## src/rtl/uart_rx.sv

```systemverilog
// UART receiver: 2-FF synchronised rx line, 16x oversampled centre sampling, 5..DATA_WIDTH
// data bits LSB-first, 1 or 2 stop bits, valid/ready output with framing/overrun pulses.
module uart_rx #(
  parameter int unsigned DATA_WIDTH = 8,
  parameter int unsigned OVERSAMPLE = 16
) (
  input  logic                          clk_i,
  input  logic                          s_rst_i,
  input  logic                          enable_i,
  input  logic                          baud_tick_i,
  input  logic                          rx_i,
  input  logic                          stop_bit_num_i,
  input  logic [$clog2(DATA_WIDTH)-1:0] data_bit_num_i,
  output logic [DATA_WIDTH-1:0]         data_o,
  output logic                          valid_o,
  input  logic                          ready_i,
  output logic                          frame_err_o,
  output logic                          overrun_o
);

  localparam int unsigned CntW = $clog2(OVERSAMPLE);
  localparam int unsigned IdxW = $clog2(DATA_WIDTH);
  localparam logic [CntW-1:0] CntHalf = CntW'(OVERSAMPLE / 2 - 1);
  localparam logic [CntW-1:0] CntLast = CntW'(OVERSAMPLE - 1);

  typedef enum logic [2:0] {StIdle, StStart, StData, StStop, StBreak} state_e;

  state_e                state_q, state_d;
  logic                  rx_meta_q, rx_s_q;
  logic [CntW-1:0]       cnt_q, cnt_d;
  logic [IdxW-1:0]       idx_q, idx_d;
  logic [IdxW-1:0]       nbits_q, nbits_d;
  logic                  stop2_q, stop2_d;
  logic [DATA_WIDTH-1:0] shift_q, shift_d;
  logic [DATA_WIDTH-1:0] data_q, data_d;
  logic                  valid_q, valid_d;
  logic                  ferr_q, ferr_d;
  logic                  ovr_q, ovr_d;
  logic                  deliver;

  always_comb begin
    state_d = state_q;
    cnt_d   = cnt_q;
    idx_d   = idx_q;
    nbits_d = nbits_q;
    stop2_d = stop2_q;
    shift_d = shift_q;
    data_d  = data_q;
    valid_d = valid_q & ~ready_i;
    ferr_d  = 1'b0;
    ovr_d   = 1'b0;
    deliver = 1'b0;

    if (baud_tick_i) begin
      case (state_q)
        StIdle: begin
          if (enable_i && !rx_s_q) begin
            state_d = StStart;
            cnt_d   = '0;
          end
        end
        StStart: begin
          if (cnt_q == CntHalf) begin
            if (rx_s_q) begin
              state_d = StIdle;
            end else begin
              nbits_d = data_bit_num_i;
              stop2_d = stop_bit_num_i;
              shift_d = '0;
              idx_d   = '0;
              cnt_d   = '0;
              state_d = StData;
            end
          end else begin
            cnt_d = cnt_q + 1'b1;
          end
        end
        StData: begin
          if (cnt_q == CntLast) begin
            cnt_d          = '0;
            // Writing at the bit index leaves the word right-justified.
            shift_d[idx_q] = rx_s_q;
            if (idx_q == nbits_q) begin
              state_d = StStop;
            end else begin
              idx_d = idx_q + 1'b1;
            end
          end else begin
            cnt_d = cnt_q + 1'b1;
          end
        end
        StStop: begin
          if (cnt_q == CntLast) begin
            cnt_d = '0;
            if (!rx_s_q) begin
              ferr_d  = 1'b1;
              state_d = StBreak;
            end else if (stop2_q) begin
              stop2_d = 1'b0;
            end else begin
              deliver = 1'b1;
              state_d = StIdle;
            end
          end else begin
            cnt_d = cnt_q + 1'b1;
          end
        end
        StBreak: begin
          if (rx_s_q) state_d = StIdle;
        end
        default: state_d = StIdle;
      endcase
    end

    if (deliver) begin
      data_d  = shift_q;
      valid_d = 1'b1;
      ovr_d   = valid_q & ~ready_i;
    end
  end

  always_ff @(posedge clk_i) begin
    if (s_rst_i) begin
      rx_meta_q <= 1'b1;
      rx_s_q    <= 1'b1;
      state_q   <= StIdle;
      cnt_q     <= '0;
      idx_q     <= '0;
      nbits_q   <= '0;
      stop2_q   <= 1'b0;
      shift_q   <= '0;
      data_q    <= '0;
      valid_q   <= 1'b0;
      ferr_q    <= 1'b0;
      ovr_q     <= 1'b0;
    end else begin
      rx_meta_q <= rx_i;
      rx_s_q    <= rx_meta_q;
      state_q   <= state_d;
      cnt_q     <= cnt_d;
      idx_q     <= idx_d;
      nbits_q   <= nbits_d;
      stop2_q   <= stop2_d;
      shift_q   <= shift_d;
      data_q    <= data_d;
      valid_q   <= valid_d;
      ferr_q    <= ferr_d;
      ovr_q     <= ovr_d;
    end
  end

  assign data_o      = data_q;
  assign valid_o     = valid_q;
  assign frame_err_o = ferr_q;
  assign overrun_o   = ovr_q;

endmodule
```

## config.mk

```make
export PLATFORM = sky130hd
export DESIGN_NAME = uart_rx
export DESIGN_NICKNAME = d
export VERILOG_FILES = /design/src/rtl/uart_rx.sv
export SDC_FILE = /design/constraint.sdc
export NUM_CORES = 1
export LEC_CHECK = 0
export ABC_AREA = 0
export CORE_MARGIN = 4
export CORE_UTILIZATION = 59
export CTS_CLUSTER_DIAMETER = 80
export DETAILED_ROUTE_END_ITERATION = 8
export PLACE_DENSITY = 0.86
export SLEW_MARGIN = 10
export SYNTH_ARGS = -nofsm -noshare
export SYNTH_HDL_FRONTEND = slang
export SYNTH_SLANG_ARGS = --single-unit
```

## constraint.sdc

```tcl
create_clock -name clk_i -period 2.7 [get_ports clk_i]
set_clock_uncertainty 0.1 [all_clocks]
set_input_delay 0.54 -clock clk_i [delete_from_list [all_inputs] [get_ports clk_i]]
set_output_delay 0.54 -clock clk_i [all_outputs]
set_load 0.1 [all_outputs]
```

# Yosys cells after proc, flatten, opt, wreduce, memory -nomap -nowiden
# Cells that the tools add are included.
dict set report classes {
  add_sub_neg 2
  mux 39
  n_reduce_logical 16
  bitwise 7
  n_lt_le_gt_ge 2
  eq_ne 18
}
# op count
set ops {}
lappend ops {{$mux 3} 12}
lappend ops {{$mux 8} 3}
lappend ops {{$ne 2x2->1 const B} 9}
lappend ops {{$mux 4} 4}
lappend ops {{$pmux 8 s2} 1}
lappend ops {{$pmux 3 s5} 1}
lappend ops {{$mux 1} 12}
lappend ops {{$pmux 4 s3} 1}
lappend ops {{$reduce_and 6->1} 2}
lappend ops {{$bwmux 8} 1}
lappend ops {{$reduce_and 4->1} 2}
lappend ops {{$reduce_and 8->1} 1}
lappend ops {{$eq 3x2->1 const B} 2}
lappend ops {{$ne 3x3->1 const B} 2}
lappend ops {{$not 1->1} 6}
lappend ops {{$pmux 3 s2} 1}
lappend ops {{$reduce_and 5->1} 1}
lappend ops {{$add 4x1->4 const B} 1}
lappend ops {{$eq 4x3->1 const B} 1}
lappend ops {{$eq 4x4->1 const B} 1}
lappend ops {{$lt 3x4->1 const B} 1}
lappend ops {{$reduce_bool 2->1} 2}
lappend ops {{$reduce_or 2->1} 2}
lappend ops {{$reduce_or 4->1} 1}
lappend ops {{other kinds (13)} 14}
dict set report word_totals {
  in_bits 10
  ff_bits 35
  elab_cells 96
  output_inout_bits 11
}

# Depth between registers and ports, before layout
# Gate-level depths: netlist of run 1.
dict set report depth {
  ltp_word 7
  mapped_depth 6
  depth_no_buf 5
}

# Worst setup path after synthesis of run 1
# OpenSTA, ideal clock, no wires.
dict set report synth_path {
  kind {in2reg}
  startpoint {input port s_rst_i}
  endpoint {register shift_q[0]}
  arrival_ns 1.615
  t_required_ns 2.513
  cell_stages 4
  path_buffers 1
  setup_slack_ns 0.898
  setup_ns 0.087
  path_cell_list {clkbuf_1 -> or3_4 -> or4_4 -> o31ai_1}
}
# item line_no
set synth_rtl {}
lappend synth_rtl {{start: declaration} 8} ;# input logic s_rst_i,
lappend synth_rtl {{end signal: assignment} 144} ;# shift_q <= shift_d;
lappend synth_rtl {{end: declaration} 34} ;# logic [DATA_WIDTH-1:0] shift_q, shift_d;

# Worst setup path in the final report of run 1
dict set report layout_path {
  startpoint {register state_q[0]}
  endpoint {register shift_q[0]}
}
dict set report layout_via {
  elab_chain_len 3
  word_cells_on_any_way 8
  cone_classes {eq/ne (5); mux (1); reduce/logical (2)}
}
# item line_no
set layout_lines {}
lappend layout_lines {{start: declaration} 28} ;# state_e state_q, state_d;
lappend layout_lines {{start signal: assignment} 126} ;# state_q <= StIdle;
lappend layout_lines {{start signal: assignment} 139} ;# state_q <= state_d;
lappend layout_lines {{$eq 3x1->1 / $eq 3x2->1 (equally long branches)} 55} ;# case (state_q)
lappend layout_lines {{$ne 2x2->1 (no source line) / $reduce_bool 2->1 (equally long branches)} n/a}
lappend layout_lines {{$reduce_and 5->1 (no source line)} n/a}
# Several ways; a longest one is shown, not always the timed one.
# A chain may end at the register's enable or synchronous reset.

==> impl_summary.md, run 1 <==
Clock tree
After clock tree synthesis, the clock-pin slew on the worst setup and hold paths is 0.11 ns. The number of setup buffers added after CTS is 0. The clock sink count is 35. The later pin in the worst-skew pair is clocked with a latency of 0.34 ns. The TritonCTS clock tree is yes.

The number of buffers added by the clock tree synthesis step is 5. The H-tree generated during clock tree synthesis spans 2 levels. The number of buffers on the longest clock path is 2.

Clock tree synthesis selected as its root buffer the cell sky130_fd_sc_hd__clkbuf_4. The quantity of gates resized following cts is 0. The post-cts hold buffer count is 0.

STA
The worst-case setup margin in the final layout is ~0.4 ns. The ratio of final minimum period to clock period is 85.2%. The highest clock rate is around 0.43 GHz.

The count of pins over their slew limit was 0. At the pin with the least slew margin, the transition time is slightly below 0.9 ns. The setup TNS after final layout is 0 ns. The number of failing hold endpoints at the final stage came to 0. The minimum clock period is 2.30 ns. The number of endpoints failing setup at the final stage is 0.

Headroom to the max-slew limit came out at a little over two fifths. Setup repair after global routing left no endpoint under its margin. The worst hold-check slack is between 0.3 and 0.4 ns.

Job
The number of maximum-capacitance constraint violations is 0.

GRT
Entering global routing, the biggest net connects 26 pins. In the global route stage, overall resource usage came out at 20.9%. After global routing the overflow that remains totals 0. The number of global-route vias before repair came to 1454. The wire length of the first global-routing pass is 6.56 mm. The initial antenna violation count came to 0.

Worst hold path
The path class of the lowest-slack min-delay path is reg -> reg. The worst hold path endpoint is rx_s_q. Counting instances, the worst hold path has a depth of 1. In this run the most critical hold path is launched from rx_meta_q.

Pwr
The static leakage power is ~0.00073 uW. Dividing total power by cell area gives a power density of 471 nW/um^2. VDD sags by at most 0.000397 V.

Setup path
The source of the worst register-to-register timing path is state_q[0]. The highest fanout seen on the critical path is 16. The cell with the largest stage delay on the worst path is sky130_fd_sc_hd__dfxtp_1.

STA classifies the critical path startpoint as a flop. The number of buffers and inverters on the critical path is 0. Tracing the worst setup path back leads to its startpoint at state_q[0].

For the worst setup path, the data required time is 2.85 ns. For the worst flop-to-flop path, the logic depth is 4. The reg-to-reg critical path endpoint is shift_q[0]. The worst stage delay on the critical path is 0.66 ns.

The type of the setup path with the least slack is reg -> reg. The critical path goes through or3b_1 -> o21ai_1 -> or4_4 -> o31ai_1. The critical path arrival is 2.45 ns.

The kind of capture point of the worst setup path is a flop. Broken down by cell family, the worst path's largest delay share belongs to simple AND/OR/NAND/NOR gates. The setup check on the worst reg-to-reg path leaves a slack of 0.40 ns.

Routing
After detailed routing, the number of vias per cell comes to 6.47. In this run the remaining antenna-violating nets after routing total 0. After detailed routing, the total wire length is about 3.8 mm. After the first detailed-routing iteration, the DRC count stood at 128. The total iterations of the first detailed-routing run is 4. The total via count after detailed routing is 1552. The routed wire length per instance is 15.8 um. After detailed routing, the number of remaining DRC violations is 0.

Final layout
The share of final-layout standard cells stronger than drive strength 1 is 14.8%. Registers take around 700 um^2. The final layout contains 220 nets. The commonest non-fill, non-tap cell in the layout is sky130_fd_sc_hd__dfxtp_1. In the layout the commonest cells are sky130_fd_sc_hd__dfxtp_1, sky130_fd_sc_hd__nor2_1, sky130_fd_sc_hd__mux2i_1. The number of diodes is 0. The finished layout holds 240 standard cells, fillers aside. The multi-input combinational cells in the finished layout cover a total of 966 um^2. Relative to the synthesized area, the layout overhead comes to 12.0%. Fill cells in the final layout number 219. The final cell area excluding filler cells is 1970 um^2.

Placed design
Detailed placement finished with a half-perimeter wire length of 2.69 mm. The worst slack at placement is ~0.37 ns. After detailed placement, the design holds a cell count of about 230. The final RePlAce weighted congestion is a little under 0.9.

The placed instances occupy a cell area of 1920 um^2. Buffers placed on the I/O ports in this run total 20.

Synth
Dividing the synthesized area by the synthesized cell count gives 9.02 um^2. The post-synthesis sequential area ratio is 39.9%. The most used flip-flop cell after synthesis is sky130_fd_sc_hd__dfxtp_1.

The number of storage elements in the synthesis netlist is 35. The count of flip-flops with a built-in enable after synthesis is 0. Of all flip-flops after synthesis, the portion carrying an async set or reset was 0%. Of the post-synthesis cell area, the dominant cell type holds 39.9%. In this run, distinct cell masters in the synthesized netlist total 48. Yosys printed 0 warnings. By area the synthesized netlist is led by sky130_fd_sc_hd__dfxtp_1, sky130_fd_sc_hd__mux2i_1, sky130_fd_sc_hd__nor2_1.

The cell accounting for the most synthesized area is sky130_fd_sc_hd__dfxtp_1. The cell area after synthesis is about 1800 um^2. The number of nets in the synthesized netlist is around 210. The synthesized instance count is 195.

Floorplanning
The die outline area is 3920 um^2. The die extent in y is 62.6 um. For this design the top-level I/O count stands at 21. The die is 62.6 um wide. In this run the standard cell core region covers 2810 um^2.

The number of rows created at floorplan is 19. For this configuration, the core starts out at a cell density of between 60% and 70%.

Status
The run finished with clean final reports.
## Yosys cell counts (2+ instances only)
master                     instances
sky130_fd_sc_hd__o21ai_1           7
sky130_fd_sc_hd__a211oi_1          2
sky130_fd_sc_hd__clkbuf_1          9
sky130_fd_sc_hd__ha_1              2
sky130_fd_sc_hd__nand3b_1          2
sky130_fd_sc_hd__nand2_1           9
sky130_fd_sc_hd__nand3_1           3
sky130_fd_sc_hd__inv_1             6
sky130_fd_sc_hd__and2_1            2
sky130_fd_sc_hd__nand4_1           3
sky130_fd_sc_hd__a31oi_1           8
sky130_fd_sc_hd__and4_1            2
sky130_fd_sc_hd__a21oi_1           9
sky130_fd_sc_hd__nor4_1            2
sky130_fd_sc_hd__or4_1             3
sky130_fd_sc_hd__mux2i_1          15
sky130_fd_sc_hd__o21ai_0           2
sky130_fd_sc_hd__nor2_1           19
sky130_fd_sc_hd__dfxtp_1          35
sky130_fd_sc_hd__or4_4             2
sky130_fd_sc_hd__o311ai_1          2
sky130_fd_sc_hd__xor2_1            3
sky130_fd_sc_hd__nor2b_1           4
sky130_fd_sc_hd__buf_2             6
sky130_fd_sc_hd__or4b_1            2
sky130_fd_sc_hd__o311ai_0          6
sky130_fd_sc_hd__or2_2             2
sky130_fd_sc_hd__and3_1            3
sky130_fd_sc_hd__o31ai_1           6
## power breakdown
group / switching (uW) / internal (uW) / leakage (uW) / total [uW]
sequential: 18.7 / 523 / 0.000282 / 541
combinational: 63.3 / 45.7 / 0.000414 / 109
clock: 177 / 100 / 0.0000282 / 278
total: 259 / 669 / 0.000725 / 928
## worst reg2reg max path: stages, from the launching register on
cell                      delay [ns]
sky130_fd_sc_hd__dfxtp_1        0.66
sky130_fd_sc_hd__or3b_1         0.42
sky130_fd_sc_hd__o21ai_1        0.21
sky130_fd_sc_hd__or4_4          0.58
sky130_fd_sc_hd__o31ai_1        0.23
## flip-flops by register name, summed over array words and instances, names as in the netlist, 3 cells and up
name	count
shift_q	8
idx_q	3
cnt_q	4
state_q	3
nbits_q	3
data_o	8
## worst max-delay path by stage
| stage | to | slack (ns) | depth (start not counted) |
|---|---|---|---|
| after detailed placement | data_o[5] | 0.37 | 6 |
| after global routing | shift_q[0] | 0.30 | 4 |
| final | shift_q[0] | 0.40 | 4 |
| after CTS | shift_q[0] | 0.42 | 4 |
| after floorplan | shift_q[0] | 0.90 | 4 |
| after global placement | state_q[0] | 0.43 | 5 |
## through the flow
stage | power (uW) | util (%)
6_report | 928 | 70.2
3_3_place_gp | 654 | 68.3
2_1_floorplan | 631 | -
4_1_cts | 930 | 70.2
3_5_place_dp | 659 | 68.3
5_1_grt | 970 | 70.2
## per-layer routing
metal	GRT usage (%)	routed length (um)
met3	5.22	359
met1	25.3	1570
met2	34.4	1810
met4	10.2	58
met5	0	0
## cell families after synthesis
group           count (synthesis)  synth area share, %
flops                          35                 39.9
fa+ha+maj                       2                 1.42
mux                            15                 8.54
buf+inv                        22                 5.55
compound gates                 49                 19.3
xor+xnor                        4                 1.99
simple gates                   68                 23.3
## area by class of cell
| class | count | share of cell area (%) |
|---|---|---|
| Multi-Input combinational cell | 138 | 49.0 |
| Clock buffer | 6 | 2.10 |
| Sequential cell | 35 | 35.6 |
| Clock inverter | 2 | 0.635 |
| Tap cell | 31 | 1.97 |
| Inverter | 6 | 1.14 |
| Timing Repair Buffer | 22 | 9.53 |
No activity file was read; power rests on OpenSTA's default activity.
==> run 2: changes to the inputs <==
- TNS_END_PERCENT: not set -> 1
==> results of run 2 <==
The final DEF is identical to that of run 1; final timing and power are the same.
